==> src/rtl/mcu_prog_loader_if.sv <==
// Byte-stream input and program-memory write port of the program loader.
// The stream source and the memory sit on the master side; the loader is the slave.
interface mcu_prog_loader_if #(
    parameter int ADDR_W = 8
) ();
    logic              in_valid;
    logic [7:0]        in_data;
    logic              in_ready;
    logic              mem_we;
    logic [ADDR_W-1:0] mem_addr;
    logic [7:0]        mem_wdata;

    modport master (
        output in_valid,
        output in_data,
        input  in_ready,
        input  mem_we,
        input  mem_addr,
        input  mem_wdata
    );

    modport slave (
        input  in_valid,
        input  in_data,
        output in_ready,
        output mem_we,
        output mem_addr,
        output mem_wdata
    );
endinterface

==> src/rtl/mcu_prog_loader.sv <==
// Loads a framed program image (LEN, data bytes, CSUM) into MCU program memory,
// holding the MCU in reset until the checksum matches.
module mcu_prog_loader #(
    parameter int ADDR_W    = 8,
    parameter int BASE_ADDR = 0
) (
    input  logic                   clk,
    input  logic                   rs,
    mcu_prog_loader_if.slave       bus,
    input  logic                   reload,
    output logic                   mcu_rs,
    output logic                   done,
    output logic                   err
);
    typedef enum logic [1:0] {
        ST_IDLE  = 2'd0,
        ST_DATA  = 2'd1,
        ST_CHECK = 2'd2,
        ST_RUN   = 2'd3
    } state_t;

    localparam logic [ADDR_W-1:0] BASE = ADDR_W'(BASE_ADDR);

    state_t            r_state;
    logic [7:0]        r_cnt;
    logic [ADDR_W-1:0] r_addr;
    logic [7:0]        r_sum;
    logic              r_mem_we;
    logic [ADDR_W-1:0] r_mem_addr;
    logic [7:0]        r_mem_wdata;
    logic              r_done;
    logic              r_err;

    state_t            w_state_next;
    logic [7:0]        w_cnt_next;
    logic [ADDR_W-1:0] w_addr_next;
    logic [7:0]        w_sum_next;
    logic              w_mem_we_next;
    logic [ADDR_W-1:0] w_mem_addr_next;
    logic [7:0]        w_mem_wdata_next;
    logic              w_done_next;
    logic              w_err_next;
    logic              w_in_ready;
    logic              w_accept;

    // Ready depends on state only, so there is no path from in_valid to in_ready.
    assign w_in_ready = (r_state != ST_RUN);
    assign w_accept   = bus.in_valid && w_in_ready;

    always_comb begin
        w_state_next     = r_state;
        w_cnt_next       = r_cnt;
        w_addr_next      = r_addr;
        w_sum_next       = r_sum;
        w_mem_we_next    = 1'b0;
        w_mem_addr_next  = r_mem_addr;
        w_mem_wdata_next = r_mem_wdata;
        w_done_next      = r_done;
        w_err_next       = r_err;

        case (r_state)
            ST_IDLE: begin
                if (w_accept) begin
                    w_cnt_next   = bus.in_data;
                    w_addr_next  = BASE;
                    w_sum_next   = 8'h00;
                    w_done_next  = 1'b0;
                    w_err_next   = 1'b0;
                    w_state_next = (bus.in_data != 8'h00) ? ST_DATA : ST_CHECK;
                end
            end
            ST_DATA: begin
                if (w_accept) begin
                    w_mem_we_next    = 1'b1;
                    w_mem_addr_next  = r_addr;
                    w_mem_wdata_next = bus.in_data;
                    w_addr_next      = r_addr + 1'b1;
                    w_sum_next       = r_sum + bus.in_data;
                    w_cnt_next       = r_cnt - 8'd1;
                    if (r_cnt == 8'd1) begin
                        w_state_next = ST_CHECK;
                    end
                end
            end
            ST_CHECK: begin
                if (w_accept) begin
                    if (bus.in_data == r_sum) begin
                        w_done_next  = 1'b1;
                        w_state_next = ST_RUN;
                    end else begin
                        w_err_next   = 1'b1;
                        w_state_next = ST_IDLE;
                    end
                end
            end
            ST_RUN: begin
                if (reload) begin
                    w_done_next  = 1'b0;
                    w_state_next = ST_IDLE;
                end
            end
            default: w_state_next = ST_IDLE;
        endcase
    end

    always_ff @(posedge clk) begin
        if (rs) begin
            r_state     <= ST_IDLE;
            r_cnt       <= 8'h00;
            r_addr      <= BASE;
            r_sum       <= 8'h00;
            r_mem_we    <= 1'b0;
            r_mem_addr  <= BASE;
            r_mem_wdata <= 8'h00;
            r_done      <= 1'b0;
            r_err       <= 1'b0;
        end else begin
            r_state     <= w_state_next;
            r_cnt       <= w_cnt_next;
            r_addr      <= w_addr_next;
            r_sum       <= w_sum_next;
            r_mem_we    <= w_mem_we_next;
            r_mem_addr  <= w_mem_addr_next;
            r_mem_wdata <= w_mem_wdata_next;
            r_done      <= w_done_next;
            r_err       <= w_err_next;
        end
    end

    assign bus.in_ready  = w_in_ready;
    assign bus.mem_we    = r_mem_we;
    assign bus.mem_addr  = r_mem_addr;
    assign bus.mem_wdata = r_mem_wdata;
    assign mcu_rs        = (r_state != ST_RUN);
    assign done          = r_done;
    assign err           = r_err;
endmodule
==> src/flat_wrapper.sv <==
// flat-port wrapper written by rule: the top's interface ports become plain ports
module mcu_prog_loader_flat 
#(
    parameter int ADDR_W    = 8,
    parameter int BASE_ADDR = 0
)
  (clk, rs, reload, mcu_rs, done, err, bus_in_valid, bus_in_data, bus_in_ready, bus_mem_we, bus_mem_addr, bus_mem_wdata);
  mcu_prog_loader_if #(.ADDR_W(ADDR_W)) bus_i ();
  input  logic clk;
  input  logic rs;
  input  logic reload;
  output logic mcu_rs;
  output logic done;
  output logic err;
  input wire logic [$bits(bus_i.in_valid)-1:0] bus_in_valid;
  input wire logic [$bits(bus_i.in_data)-1:0] bus_in_data;
  output wire logic [$bits(bus_i.in_ready)-1:0] bus_in_ready;
  output wire logic [$bits(bus_i.mem_we)-1:0] bus_mem_we;
  output wire logic [$bits(bus_i.mem_addr)-1:0] bus_mem_addr;
  output wire logic [$bits(bus_i.mem_wdata)-1:0] bus_mem_wdata;
  assign bus_i.in_valid = bus_in_valid;
  assign bus_i.in_data = bus_in_data;
  assign bus_in_ready = bus_i.in_ready;
  assign bus_mem_we = bus_i.mem_we;
  assign bus_mem_addr = bus_i.mem_addr;
  assign bus_mem_wdata = bus_i.mem_wdata;
  mcu_prog_loader #(.ADDR_W(ADDR_W), .BASE_ADDR(BASE_ADDR)) u_core (.clk(clk), .rs(rs), .bus(bus_i), .reload(reload), .mcu_rs(mcu_rs), .done(done), .err(err));
endmodule
==> config.mk <==
export PLATFORM = sky130hd
export DESIGN_NAME = mcu_prog_loader_flat
export DESIGN_NICKNAME = d
export VERILOG_FILES = /design/src/rtl/mcu_prog_loader_if.sv /design/src/rtl/mcu_prog_loader.sv /design/src/flat_wrapper.sv
export SDC_FILE = /design/constraint.sdc
export NUM_CORES = 1
export LEC_CHECK = 0
export CORE_ASPECT_RATIO = 1.75
export CORE_MARGIN = 5
export CORE_UTILIZATION = 40
export CTS_CLUSTER_DIAMETER = 150
export DETAILED_ROUTE_END_ITERATION = 6
export GPL_TIMING_DRIVEN = 1
export MAX_ROUTING_LAYER = met4
export PLACE_DENSITY_LB_ADDON = 0.15
export SYNTH_ARGS = -nofsm -noshare
export SYNTH_HDL_FRONTEND = slang
export SYNTH_SLANG_ARGS = --single-unit
==> constraint.sdc <==
create_clock -name clk -period 1.8 [get_ports clk]
set_input_delay 0.36 -clock clk [delete_from_list [all_inputs] [get_ports clk]]
set_output_delay 0.36 -clock clk [all_outputs]
set_load 0.01 [all_outputs]
* Yosys cells after proc, flatten, opt, wreduce, memory -nomap -nowiden
Cells that the tools add are included.
Storage, ports and cells: output and inout port bits 21, input bits 12, word-level logic and storage cells 63, flip-flop bits (word level) 45
Operators by class: equal/unequal tests 13, bitwise operators 1, add/sub/neg operators 3, reductions and logical operators 12, mux-type cells 25
Operators by type and width (count):
- $pmux W8 S2 | 3
- $mux W8 | 5
- $mux W2 | 7
- $ne A2 B1 Y1 const B | 5
- $reduce_and A5 Y1 | 2
- $add A8 B1 Y8 const B | 1
- $add A8 B8 Y8 | 1
- $eq A8 B1 Y1 const B | 1
- $eq A8 B8 Y1 | 1
- $pmux W2 S4 | 1
- $reduce_bool A8 Y1 | 1
- $sub A8 B1 Y8 const B | 1
- $mux W1 | 7
- $ne A2 B2 Y1 const B | 3
- $eq A2 B2 Y1 const B | 2
- $reduce_and A4 Y1 | 1
- $reduce_bool A2 Y1 | 2
- $pmux W1 S3 | 1
- $reduce_and A3 Y1 | 1
- $reduce_bool A3 Y1 | 1
- $eq A2 B1 Y1 const B | 1
- $logic_not A2 Y1 | 1
- $pmux W1 S2 | 1
- $reduce_and A2 Y1 | 1
- 3 further kinds | 3

* Logic depth before layout (Yosys ltp)
depth in word-level cells 4, mapped depth 9, depth with buffers taken out 7

* Worst setup path after synthesis
No wires, ideal clock.
kind input-to-reg, start input port bus_in_data[0], end register u_core.r_sum[6], buffers on the path 0, setup slack 0.000 ns, setup time 0.126 ns, cell stages on the path 7, data required time 1.674 ns, arrival time 1.674 ns, cells stage by stage ha_1 fa_1 a21o_1 a211oi_1 o21bai_1 xnor2_1 o22ai_1
Between the ends: cells in the longest elaborated chain, start to end 3
Ends and longest elaborated chain:
- start: declaration | line flat_wrapper.sv:16 | input wire logic [$bits(bus_i.in_data)-1:0] bus_in_data;
- $add A8 B8 Y8 | line mcu_prog_loader.sv:78 | w_sum_next = r_sum + bus.in_data;
- $mux W8 | line mcu_prog_loader.sv:73 | if (w_accept) begin
- $pmux W8 S2 | line mcu_prog_loader.sv:61 | case (r_state)
- end signal: assignment | line mcu_prog_loader.sv:121 | r_sum <= w_sum_next;
- end: declaration | line mcu_prog_loader.sv:27 | logic [7:0] r_sum;
No other way between the ends. The select of a mux whose other input is x is not followed. A chain may end at the register's enable or synchronous reset.

* Worst setup path after layout
start input port bus_in_data[6], end register u_core.r_sum[7]
The elaborated chain is that of the path after synthesis.

==> key figures <==
Worst setup path
  • Max FO, Critical Path: 5
  • Buffers & Inverters on Critical Path: 1
  • Crit Path Class: in -> reg
  • Worst-path cell chain: clkdlybuf4s50_1, ha_4, nor2_1, or3_1, a21oi_1, o21ai_0, o22a_1
  • Critical Path RT: 2000 ps
  • CP max stage cell: clkdlybuf4s50_1
  • CP Capture Type: flip-flop
  • WP data arrival: 1940 ps
  • CP delay by family, top: buffers and inverters
  • Crit start category: primary input
  • CP peak stage delay: 460 ps

Clocking
  • Worst-path clk slew: 80 ps
  • Max clock buf depth: 2
  • CTS tree: built
  • Clock Sinks: 45
  • Skew-Pair Late Insertion Delay: 300 ps
  • Root buf cell: clkbuf_8
  • Htree depth: 2
  • Setup Fix Bufs, Post-CTS: 0
  • CTS Buf Count: 5
  • Cts hold-fix bufs: 0

Place
  • Gpl congestion: 0.923
  • Placed cell area: 0.00286 mm²
  • IO Port Bufs: 32
  • Detailed Place HPWL: 4.64 mm
  • # placed instances: 402
  • Pre-CTS WS: -490 ps

Cells and area
  • N_diodes: 0
  • Layout cells sized above 1: 18.9%
  • Final instance area: 0.00304 mm²
  • Commonest non-fill, non-tap cells in the layout: nand2_1, dfxtp_1, buf_4
  • Most common cell after layout, fill and taps aside: nand2_1
  • Final Non-Filler Cells: 409
  • Final nets: 356
  • Layout area overhead: 34.2%
  • Fin util: 54.9%

Yosys
  • Ys Warns: 0
  • Mapped Area: 0.00226 mm²
  • Post-synth EDFFs: 0
  • Synth Instances: 274
  • Seq cells post-synth: 45
  • Seq/Total Area, Yosys: 39.8%
  • Area contributors post-synth: dfxtp_1, nand2_1, a21oi_1, ha_1, nor2_1
  • Dominant synthesized flop cell: dfxtp_1
  • Cell taking the most area after synthesis: dfxtp_1
  • Post-synth cell types: 48
  • Post-synthesis async set-or-reset flop share: 0%
  • Area share of the largest cell type after synthesis: 39.8%
  • Mapped Nets: 297
  • Mapped Avg Cell Area: 8.27 µm²

Flow run
  • Max Cap Viol: 0

Power and ir drop
  • Pwr Density: 749 mW/mm²
  • Static Leak: 1.18 nW
  • Peak supply drop: 0.424 mV
  • Tot Pwr: 2.28 mW

Timing
  • RSZ-0062 raised after global routing: yes
  • Hold Fails Final Rpt: 0
  • Slew Limit Fails: 0
  • Measured slew at the worst slew-check pin: 354 ps
  • Achievable Freq: 574 MHz
  • Worst slew margin: 75.8%
  • Hold_ws: 455 ps
  • Count of final setup violators: 0
  • Skew final: 5.31 ps
  • Final min period: 1740 ps
  • Setup TNS: 0 ps
  • Final WS setup: 57.5 ps
  • Fin crit share: 96.8%

Global routing
  • Largest net degree at the start of global routing: 19
  • Met2 Track Usage GR: 33.2%
  • Number of global-route vias before repair: 2105
  • GRT met1 Usage: 18.3%
  • Initial antenna violation count: 0
  • Total grt overflow: 0
  • GR Util All Layers: 17.7%
  • First-pass GRT wire length: 9.68 mm
  • Top Usage Layer GRT: met2
  • GR Layer Usage met3: 2.76%

Die
  • Rows: 36
  • Initial Utilization: 40.9%
  • Die Ht: 110 µm
  • Core Box Area: 0.00554 mm²
  • Die area: 0.00733 mm²
  • Die width: 66.9 µm
  • Top Ports: 33

Min path
  • HP Class: reg -> reg

Route
  • Number of DRC markers in iteration 0: 107
  • First drt pass iteration count: 4
  • Wirelength per Cell: 14.9 µm
  • Vias: 2151
  • DRT Wirelength: 6.10 mm
  • Post-route ant nets: 0
  • Vias per inst: 5.26
  • DRC: 0

Status
  • Status: complete, no violations
[cells in the mapped netlist, types with 2 or more instances]
master / instances
buf_2: 6
o21ai_0: 10
a32o_1: 3
nand2b_1: 2
clkbuf_1: 5
o211ai_1: 3
nor4_1: 5
a21oi_1: 35
nor2_1: 23
a21o_1: 4
a22oi_1: 9
and3_1: 2
xnor2_1: 4
inv_1: 5
xor2_1: 6
o22ai_1: 2
a211oi_1: 2
nand2_1: 51
nand3_1: 3
buf_6: 2
dfxtp_1: 45
a31oi_1: 2
or3_1: 3
ha_1: 10
nand4_1: 5
nor3_1: 5
[area by class of cell]
cell class                 instances  area (µm²)
multi-input combinational        208        1330
tap                               76        95.1
clock inverter                     2        35.0
fill                             560        2500
clock buffer                       5        68.8
timing repair buffer              67         579
inverter                           6        23.8
sequential                        45         903
[flip-flops by register name, indices dropped and copies added, names as in the netlist]
register and count:
u_core.err 1, u_core.r_cnt 8, u_core.done 1, u_core.bus.mem_wdata 8, u_core.bus.mem_we 1, u_core.r_sum 8
u_core.bus.mem_addr 8, u_core.r_state 2, u_core.r_addr 8
[cell families (layout without fill, tap and decap cells)]
kind of cell	Yosys count	after routing	synth area share, %
XOR/XNOR	10	10	3.87
buffers and inverters	21	80	4.70
flip-flops	45	45	39.8
AND/OR/NAND/NOR	109	109	23.8
adder cells (fa/ha/maj)	11	11	6.41
AO/OA/AOI/OAI	76	76	20.6
multiplexers	2	2	0.939
[report_power, final]
group	leakage (nW)	internal (mW)	switching, mW	total (mW)
Combinational	0.761	0.217	0.223	0.440
Sequential	0.367	1.04	0.0481	1.09
Clock	0.0540	0.404	0.341	0.745
[timing repair]
item                                    4_1_cts  5_1_grt
endpoints found under the setup margin        6        7
resized for setup                             8        9
cloned                                        0        0
pin swaps                                     1        6
[worst reg2reg max path: stages (launching register included)]
cell and delay [ps]:
dfxtp_1 330, ha_2 190, fa_2 340, a21o_1 180
a211oi_2 210, o21bai_1 110, xnor2_1 140, o22ai_1 90
[path summary, 6_finish.rpt]
kind,start,to,slack (ps),cells past startpoint
worst max register to register,u_core.r_sum[0]$_SDFFE_PP0P_,u_core.r_sum[6]$_SDFFE_PP0P_,110,7
worst max-delay path,bus_in_data[6],u_core.r_sum[7]$_SDFFE_PP0P_,60,7
worst min register to register,u_core.bus.mem_addr[3]$_SDFFE_PP0P_,u_core.bus.mem_addr[3]$_SDFFE_PP0P_,460,2
worst min-delay path,u_core.bus.mem_addr[3]$_SDFFE_PP0P_,u_core.bus.mem_addr[3]$_SDFFE_PP0P_,460,2
[metal layers]
metal	vias up	share of wire [%]	routed length, µm
li1	1090	-	-
met4	0	2.1	130
met1	1006	39	2390
met3	10	4.0	245
met5	-	0	0
met2	45	55	3330
Power figures use the tool's default switching activity.
